==> src/rtl/hazard_forward_ctrl_pkg.sv <==
// Shared types for the hazard / forwarding controller and the EX-stage operand mux.
package hazard_forward_ctrl_pkg;

    localparam int REG_W = 4;

    typedef logic [REG_W-1:0] reg_num_t;

    // EX operand mux select; 2'b11 is never produced.
    typedef enum logic [1:0] {
        SEL_REG = 2'b00,
        SEL_WB  = 2'b01,
        SEL_MEM = 2'b10
    } sel_t;

    typedef struct packed {
        logic     valid;
        reg_num_t src1;
        reg_num_t src2;
        logic     two_src;
        reg_num_t dest;
        logic     wb_en;
        logic     mem_r_en;
    } ex_entry_t;

    typedef struct packed {
        logic     valid;
        reg_num_t dest;
        logic     wb_en;
        logic     mem_r_en;
    } mem_entry_t;

    typedef struct packed {
        logic     valid;
        reg_num_t dest;
        logic     wb_en;
    } wb_entry_t;

    // True when a tracked instruction will write register r.
    function automatic logic writes_reg(input logic valid, input logic wb_en,
                                        input reg_num_t dest, input reg_num_t r);
        return valid & wb_en & (dest == r);
    endfunction

    // The MEM writer is younger than the WB writer, so it wins.
    function automatic sel_t pick_source(input logic mem_hit, input logic wb_hit);
        if (mem_hit)     return SEL_MEM;
        else if (wb_hit) return SEL_WB;
        else             return SEL_REG;
    endfunction

endpackage

==> src/rtl/hazard_forward_ctrl_if.sv <==
// Decode/EX control bus between the pipeline (master) and the hazard unit (slave).
interface hazard_forward_ctrl_if;
    import hazard_forward_ctrl_pkg::*;

    logic     freeze;
    logic     id_valid;
    reg_num_t id_src1;
    reg_num_t id_src2;
    logic     id_two_src;
    reg_num_t id_dest;
    logic     id_wb_en;
    logic     id_mem_r_en;
    logic     branch_taken;
    logic     hazard_stall;
    logic     flush;
    sel_t     sel_src1;
    sel_t     sel_src2;

    modport master (
        output freeze, id_valid, id_src1, id_src2, id_two_src, id_dest,
               id_wb_en, id_mem_r_en, branch_taken,
        input  hazard_stall, flush, sel_src1, sel_src2
    );

    modport slave (
        input  freeze, id_valid, id_src1, id_src2, id_two_src, id_dest,
               id_wb_en, id_mem_r_en, branch_taken,
        output hazard_stall, flush, sel_src1, sel_src2
    );

endinterface

==> src/rtl/hazard_track_entry.sv <==
// One registered pipeline-tracking entry with hold (freeze) and bubble control.
module hazard_track_entry #(
    parameter type entry_t = logic
) (
    input  logic   clk,
    input  logic   rst,
    input  logic   hold,
    input  logic   bubble,
    input  entry_t d,
    output entry_t q
);

    // Advance, hold or bubble the entry on every rising edge.
    always_ff @(posedge clk) begin
        // NOTE: rst is tested before hold so a reset clears the entry even while frozen.
        if (rst) begin
            q <= '0;
        end else if (!hold) begin
            // NOTE: non-blocking so each stage captures its upstream value from before this edge.
            q <= bubble ? '0 : d;
        end
    end

endmodule

==> src/rtl/hazard_forward_ctrl.sv <==
// RAW hazard detection, load-use stall, branch flush and EX operand forwarding selects.
module hazard_forward_ctrl
    import hazard_forward_ctrl_pkg::*;
#(
    parameter bit FORWARD_EN = 1'b1
) (
    input logic                  clk,
    input logic                  rst,
    hazard_forward_ctrl_if.slave bus
);

    ex_entry_t  ex_d, ex_q;
    mem_entry_t mem_d, mem_q;
    wb_entry_t  wb_d, wb_q;

    logic ex_bubble;
    logic ex_hit, mem_hit, raw_hazard;
    logic mem_src1_hit, mem_src2_hit, wb_src1_hit, wb_src2_hit;

    assign ex_d = '{valid:    bus.id_valid,
                    src1:     bus.id_src1,
                    src2:     bus.id_src2,
                    two_src:  bus.id_two_src,
                    dest:     bus.id_dest,
                    wb_en:    bus.id_wb_en,
                    mem_r_en: bus.id_mem_r_en};

    assign mem_d = '{valid:    ex_q.valid,
                     dest:     ex_q.dest,
                     wb_en:    ex_q.wb_en,
                     mem_r_en: ex_q.mem_r_en};

    assign wb_d = '{valid: mem_q.valid,
                    dest:  mem_q.dest,
                    wb_en: mem_q.wb_en};

    // A taken branch kills IF/ID and overrides any stall.
    assign bus.flush = bus.branch_taken;

    // A stalled, flushed or empty decode slot enters EX as a bubble.
    assign ex_bubble = ~bus.id_valid | bus.hazard_stall | bus.flush;

    hazard_track_entry #(.entry_t(ex_entry_t)) u_ex (
        .clk    (clk),
        .rst    (rst),
        .hold   (bus.freeze),
        .bubble (ex_bubble),
        .d      (ex_d),
        .q      (ex_q)
    );

    hazard_track_entry #(.entry_t(mem_entry_t)) u_mem (
        .clk    (clk),
        .rst    (rst),
        .hold   (bus.freeze),
        .bubble (1'b0),
        .d      (mem_d),
        .q      (mem_q)
    );

    hazard_track_entry #(.entry_t(wb_entry_t)) u_wb (
        .clk    (clk),
        .rst    (rst),
        .hold   (bus.freeze),
        .bubble (1'b0),
        .d      (wb_d),
        .q      (wb_q)
    );

    // Decode-side RAW detection against the older writers held in EX and MEM.
    always_comb begin
        ex_hit  = writes_reg(ex_q.valid, ex_q.wb_en, ex_q.dest, bus.id_src1)
                | (bus.id_two_src & writes_reg(ex_q.valid, ex_q.wb_en, ex_q.dest, bus.id_src2));
        mem_hit = writes_reg(mem_q.valid, mem_q.wb_en, mem_q.dest, bus.id_src1)
                | (bus.id_two_src & writes_reg(mem_q.valid, mem_q.wb_en, mem_q.dest, bus.id_src2));
        // With forwarding only a load in EX cannot be bypassed in time.
        if (FORWARD_EN) begin
            raw_hazard = ex_q.mem_r_en & ex_hit;
        end else begin
            raw_hazard = ex_hit | mem_hit;
        end
        bus.hazard_stall = bus.id_valid & raw_hazard & ~bus.branch_taken;
    end

    // EX operand mux selects, driven purely from the tracked entries.
    always_comb begin
        mem_src1_hit = writes_reg(mem_q.valid, mem_q.wb_en, mem_q.dest, ex_q.src1);
        mem_src2_hit = writes_reg(mem_q.valid, mem_q.wb_en, mem_q.dest, ex_q.src2);
        wb_src1_hit  = writes_reg(wb_q.valid, wb_q.wb_en, wb_q.dest, ex_q.src1);
        wb_src2_hit  = writes_reg(wb_q.valid, wb_q.wb_en, wb_q.dest, ex_q.src2);
        // NOTE: defaults first so every path assigns the outputs and no latch is inferred.
        bus.sel_src1 = SEL_REG;
        bus.sel_src2 = SEL_REG;
        if (FORWARD_EN && ex_q.valid) begin
            bus.sel_src1 = pick_source(mem_src1_hit, wb_src1_hit);
            if (ex_q.two_src) begin
                bus.sel_src2 = pick_source(mem_src2_hit, wb_src2_hit);
            end
        end
    end

    // A load still in MEM never feeds EX: the load-use stall keeps its consumer back a cycle.
    mem_load_not_forwarded: assert property (@(posedge clk) disable iff (rst)
        !(ex_q.valid && mem_q.mem_r_en &&
          (mem_src1_hit || (ex_q.two_src && mem_src2_hit))));

endmodule

==> src/flat_wrapper.sv <==
// flat-port wrapper written by rule: the top's interface ports become plain ports
module hazard_forward_ctrl_flat import hazard_forward_ctrl_pkg::*;
#(
    parameter bit FORWARD_EN = 1'b1
)
  (clk, rst, bus_freeze, bus_id_valid, bus_id_src1, bus_id_src2, bus_id_two_src, bus_id_dest, bus_id_wb_en, bus_id_mem_r_en, bus_branch_taken, bus_hazard_stall, bus_flush, bus_sel_src1, bus_sel_src2);
  hazard_forward_ctrl_if bus_i ();
  input logic clk;
  input logic rst;
  input wire logic [$bits(bus_i.freeze)-1:0] bus_freeze;
  input wire logic [$bits(bus_i.id_valid)-1:0] bus_id_valid;
  input wire logic [$bits(bus_i.id_src1)-1:0] bus_id_src1;
  input wire logic [$bits(bus_i.id_src2)-1:0] bus_id_src2;
  input wire logic [$bits(bus_i.id_two_src)-1:0] bus_id_two_src;
  input wire logic [$bits(bus_i.id_dest)-1:0] bus_id_dest;
  input wire logic [$bits(bus_i.id_wb_en)-1:0] bus_id_wb_en;
  input wire logic [$bits(bus_i.id_mem_r_en)-1:0] bus_id_mem_r_en;
  input wire logic [$bits(bus_i.branch_taken)-1:0] bus_branch_taken;
  output wire logic [$bits(bus_i.hazard_stall)-1:0] bus_hazard_stall;
  output wire logic [$bits(bus_i.flush)-1:0] bus_flush;
  output wire logic [$bits(bus_i.sel_src1)-1:0] bus_sel_src1;
  output wire logic [$bits(bus_i.sel_src2)-1:0] bus_sel_src2;
  assign bus_i.freeze = bus_freeze;
  assign bus_i.id_valid = bus_id_valid;
  assign bus_i.id_src1 = bus_id_src1;
  assign bus_i.id_src2 = bus_id_src2;
  assign bus_i.id_two_src = bus_id_two_src;
  assign bus_i.id_dest = bus_id_dest;
  assign bus_i.id_wb_en = bus_id_wb_en;
  assign bus_i.id_mem_r_en = bus_id_mem_r_en;
  assign bus_i.branch_taken = bus_branch_taken;
  assign bus_hazard_stall = bus_i.hazard_stall;
  assign bus_flush = bus_i.flush;
  assign bus_sel_src1 = bus_i.sel_src1;
  assign bus_sel_src2 = bus_i.sel_src2;
  hazard_forward_ctrl #(.FORWARD_EN(FORWARD_EN)) u_core (.clk(clk), .rst(rst), .bus(bus_i));
endmodule
==> config.mk <==
export PLATFORM = sky130hd
export DESIGN_NAME = hazard_forward_ctrl_flat
export DESIGN_NICKNAME = d
export VERILOG_FILES = /design/src/rtl/hazard_forward_ctrl_pkg.sv /design/src/rtl/hazard_forward_ctrl_if.sv /design/src/rtl/hazard_track_entry.sv /design/src/rtl/hazard_forward_ctrl.sv /design/src/flat_wrapper.sv
export SDC_FILE = /design/constraint.sdc
export NUM_CORES = 1
export LEC_CHECK = 0
export CORE_ASPECT_RATIO = 0.7
export CORE_UTILIZATION = 51
export DETAILED_ROUTE_END_ITERATION = 8
export GPL_TIMING_DRIVEN = 0
export PLACE_DENSITY = 0.77
export SETUP_SLACK_MARGIN = 0.05
export SLEW_MARGIN = 30
export SYNTH_ARGS = -nofsm -noshare
export SYNTH_HDL_FRONTEND = slang
export SYNTH_HIERARCHICAL = 1
export SYNTH_SLANG_ARGS = --single-unit
==> constraint.sdc <==
create_clock -name clk -period 2.9 [get_ports clk]
set_input_delay 0.58 -clock clk [delete_from_list [all_inputs] [get_ports clk]]
set_output_delay 0.58 -clock clk [all_outputs]
set_load 0.005 [all_outputs]
==> flow_summary.yaml, run 1 <==
run_status:
  status: "complete, no violations"
grt:
  grt_max_degree: 16
  grtUsageMet1_pct: 31.48
  grt_usage_pct: 24.20
  gr-usage-met2_pct: 40.79
  grt.overflow.total: 0
  first_global_vias: 1114
  grt_pass1_wl_um: 5416
  antenna_found_initial: 0
  met3_usage_pct: 5.714
  top_usage_layer: "met2"
route:
  drtIter0Drc: 54
  vias: 1270
  ant_nets: 0
  drt_drc_violations_left: 0
  drt-vias-per-instance: 5.163
  wl_per_cell_um: 14.14
  drt_pass1_iterations: 4
  wirelength_um: 3479
timing:
  rsz0062_at_grt: "false"
  max_freq_ghz: 0.3611
  fin_crit_sh_pct: 95.48
  hold_ws_ns: 0.4887
  fin_ws_ns: 0.1311
  tns_ns: 0
  setup_viol: 0
  fin_skew_ns: 0.002020
  hold_viol_final: 0
  slew_viol_final: 0
  fin_crit_ns: 2.769
die:
  core_um2: 2843
  die_w_um: 67.71
  start_util_pct: 54.23
  num_rows: 16
  io_pins: 26
  dieArea_um2: 3250
  dieHeight_um: 48.00
worst_setup_path:
  crit_required_ns: 2.32
  cp-start-kind: "input pin"
  critPathKind: "in -> out"
  crit_fanout: 2
  crit_top_cell: "clkdlybuf4s50_1"
  cpMaxStageDelayCell: "clkdlybuf4s50_1"
  cp-end-kind: "output port"
  worstPathArrival_ns: 2.19
  worst_path_largest_cell_delay_ns: 0.52
  worstPathCellList: "clkdlybuf4s50_1 > xor2_1 > nor3_2 > nand3_1 > a21oi_1 > clkdlybuf4s50_1"
power:
  p_sw_mw: 0.1790
  ir_worst_vdd_mv: 0.2315
  p_leak_nw: 0.6537
  clock_power_share_pct: 32.5
  p_int_mw: 0.5705
  pwr-share-seq_pct: 53.1
  combPwrFrac_pct: 14.4
  total_power_mw: 0.7495
  netSwitchingFraction_pct: 23.88
  power.density_nw_per_um2: 389.7
placed_design:
  dp_slack_ns: 0.1072
  gp_congestion: 0.8151
  hpwl_um: 2686
  place_area_um2: 1863
  io_buffer_count: 25
clock_network:
  post_cts_buffers: 0
  cts_tree: "done"
  cts_hold_buf: 0
  numClockSinks: 28
  numCtsBuffers: 3
  cts_root_buffer: "clkbuf_8"
  clk_latency_ns: 0.27
  htreeDepth: 1
  clkSlewWorstSetupHoldPaths_ns: 0.10
  clockBufferDepth: 2
cells_and_area:
  area_delta_synth_final_pct: 24.76
  stdcell_area_um2: 1923
  drive_gt1_share_pct: 12.38
  fill_cells: 230
  multi_input_area_um2: 922.1
  nets: 231
  antenna_cells: 0
  regArea_um2: 560.5
yosys:
  syn_area_per_cell_um2: 8.859
  ys_warn_count: 6
  synth_area_um2: 1541
  netlist_instances: 174
flow_run:
  drv_cap: 0
hold_path:
  hp-class: "reg -> reg"
==> critical path, delay by kind of cell <==
| kind | cells | cell delay, ns |
|---|---|---|
| xor+xnor | 1 | 0.18 |
| simple gates | 2 | 0.31 |
| buf+inv | 2 | 0.97 |
| compound gates | 1 | 0.15 |
==> layout by cell type (no fill, tap or decap) <==
| cell type | instances |
|---|---|
| nor2_1 | 1 |
| dfxtp_1 | 28 |
| nand3_1 | 5 |
| buf_2 | 3 |
| and2_1 | 1 |
| nor3_1 | 3 |
| xor2_1 | 6 |
| conb_1 | 8 |
| buf_6 | 5 |
| or2_1 | 2 |
| nand4_1 | 4 |
| nor3b_1 | 1 |
| and3_1 | 1 |
| nand2_1 | 29 |
| a21oi_1 | 9 |
| or3b_1 | 7 |
| nor3_2 | 1 |
| clkbuf_8 | 4 |
| xnor2_1 | 18 |
| nor4_1 | 1 |
| o22ai_2 | 10 |
| nand2b_1 | 20 |
| or3b_2 | 2 |
| clkbuf_1 | 3 |
| clkdlybuf4s50_1 | 25 |
| buf_4 | 1 |
| o22ai_1 | 10 |
| nor2b_1 | 1 |
| and4bb_1 | 1 |
==> power by group through the flow <==
stage               logic [mW]  clock network (mW)  registers, mW
floorplan               0.0604                   0          0.405
global placement         0.102                   0          0.406
detailed placement       0.106                   0          0.407
CTS                      0.107               0.247          0.398
global route             0.117               0.267          0.399
finish                   0.108               0.244          0.398
==> flip-flops by register name, summed over array words and instances (netlist names) <==
register / cells
u_core/u_wb/q: 6
u_core/u_ex/q: 16
u_core/u_mem/q: 6
==> metal layers <==
layer  wire length (um)  part of all wire [%]
met1               1656                    48
met2               1626                    47
met3                176                   5.1
met4                 19                  0.55
met5                  0                     0
==> path summary, 6_finish.rpt <==
path              cells after the start                            end                           from  slack, ns
setup reg to reg                      8  u_core/u_ex/q[9]$_SDFFE_PP0N_  u_core/u_ex/q[5]$_SDFFE_PP0N_       0.86
hold / removal                        2  u_core/u_wb/q[0]$_SDFFE_PP0N_  u_core/u_wb/q[0]$_SDFFE_PP0N_       0.49
setup / recovery                      6               bus_hazard_stall                 bus_id_src2[1]       0.13
hold reg to reg                       2  u_core/u_wb/q[0]$_SDFFE_PP0N_  u_core/u_wb/q[0]$_SDFFE_PP0N_       0.49
==> layout make-up <==
cell class / count / share of cell area [%]
sequential: 28 / 29.15
tap: 36 / 2.342
timing repair buffer: 25 / 13.01
clock buffer: 4 / 2.863
multi-input combinational: 141 / 47.95
buffer: 12 / 4.684
==> through the flow <==
step	utilization, %	instances
floorplan	-	181
global placement	65.54	242
detailed placement	65.54	242
CTS	67.47	246
global route	67.65	246
finish	67.65	246
==> repair_timing <==
| action | 4_1_cts | 5_1_grt |
|---|---|---|
| resized for setup | 0 | 1 |
| endpoints found under the hold margin | 0 | 0 |
| endpoints found under the setup margin | 0 | 1 |
(Power assumes the default switching activity.)
==> run 2: changes to the inputs <==
--- a/config.mk
+++ b/config.mk
@@ -7,6 +7,7 @@
 export LEC_CHECK = 0
 export CORE_ASPECT_RATIO = 0.7
 export CORE_UTILIZATION = 51
+export CTS_CLUSTER_SIZE = 14
 export DETAILED_ROUTE_END_ITERATION = 8
 export GPL_TIMING_DRIVEN = 0
 export PLACE_DENSITY = 0.77
==> results of run 2 <==
The final DEF is identical to that of run 1; final timing and power are the same.
==> run 3: changes to the inputs <==
--- a/config.mk
+++ b/config.mk
@@ -10,6 +10,7 @@
 export CTS_CLUSTER_SIZE = 14
 export DETAILED_ROUTE_END_ITERATION = 8
 export GPL_TIMING_DRIVEN = 0
+export HOLD_SLACK_MARGIN = 0.08
 export PLACE_DENSITY = 0.77
 export SETUP_SLACK_MARGIN = 0.05
 export SLEW_MARGIN = 30
==> results of run 3 <==
The final DEF is identical to that of run 1; final timing and power are the same.
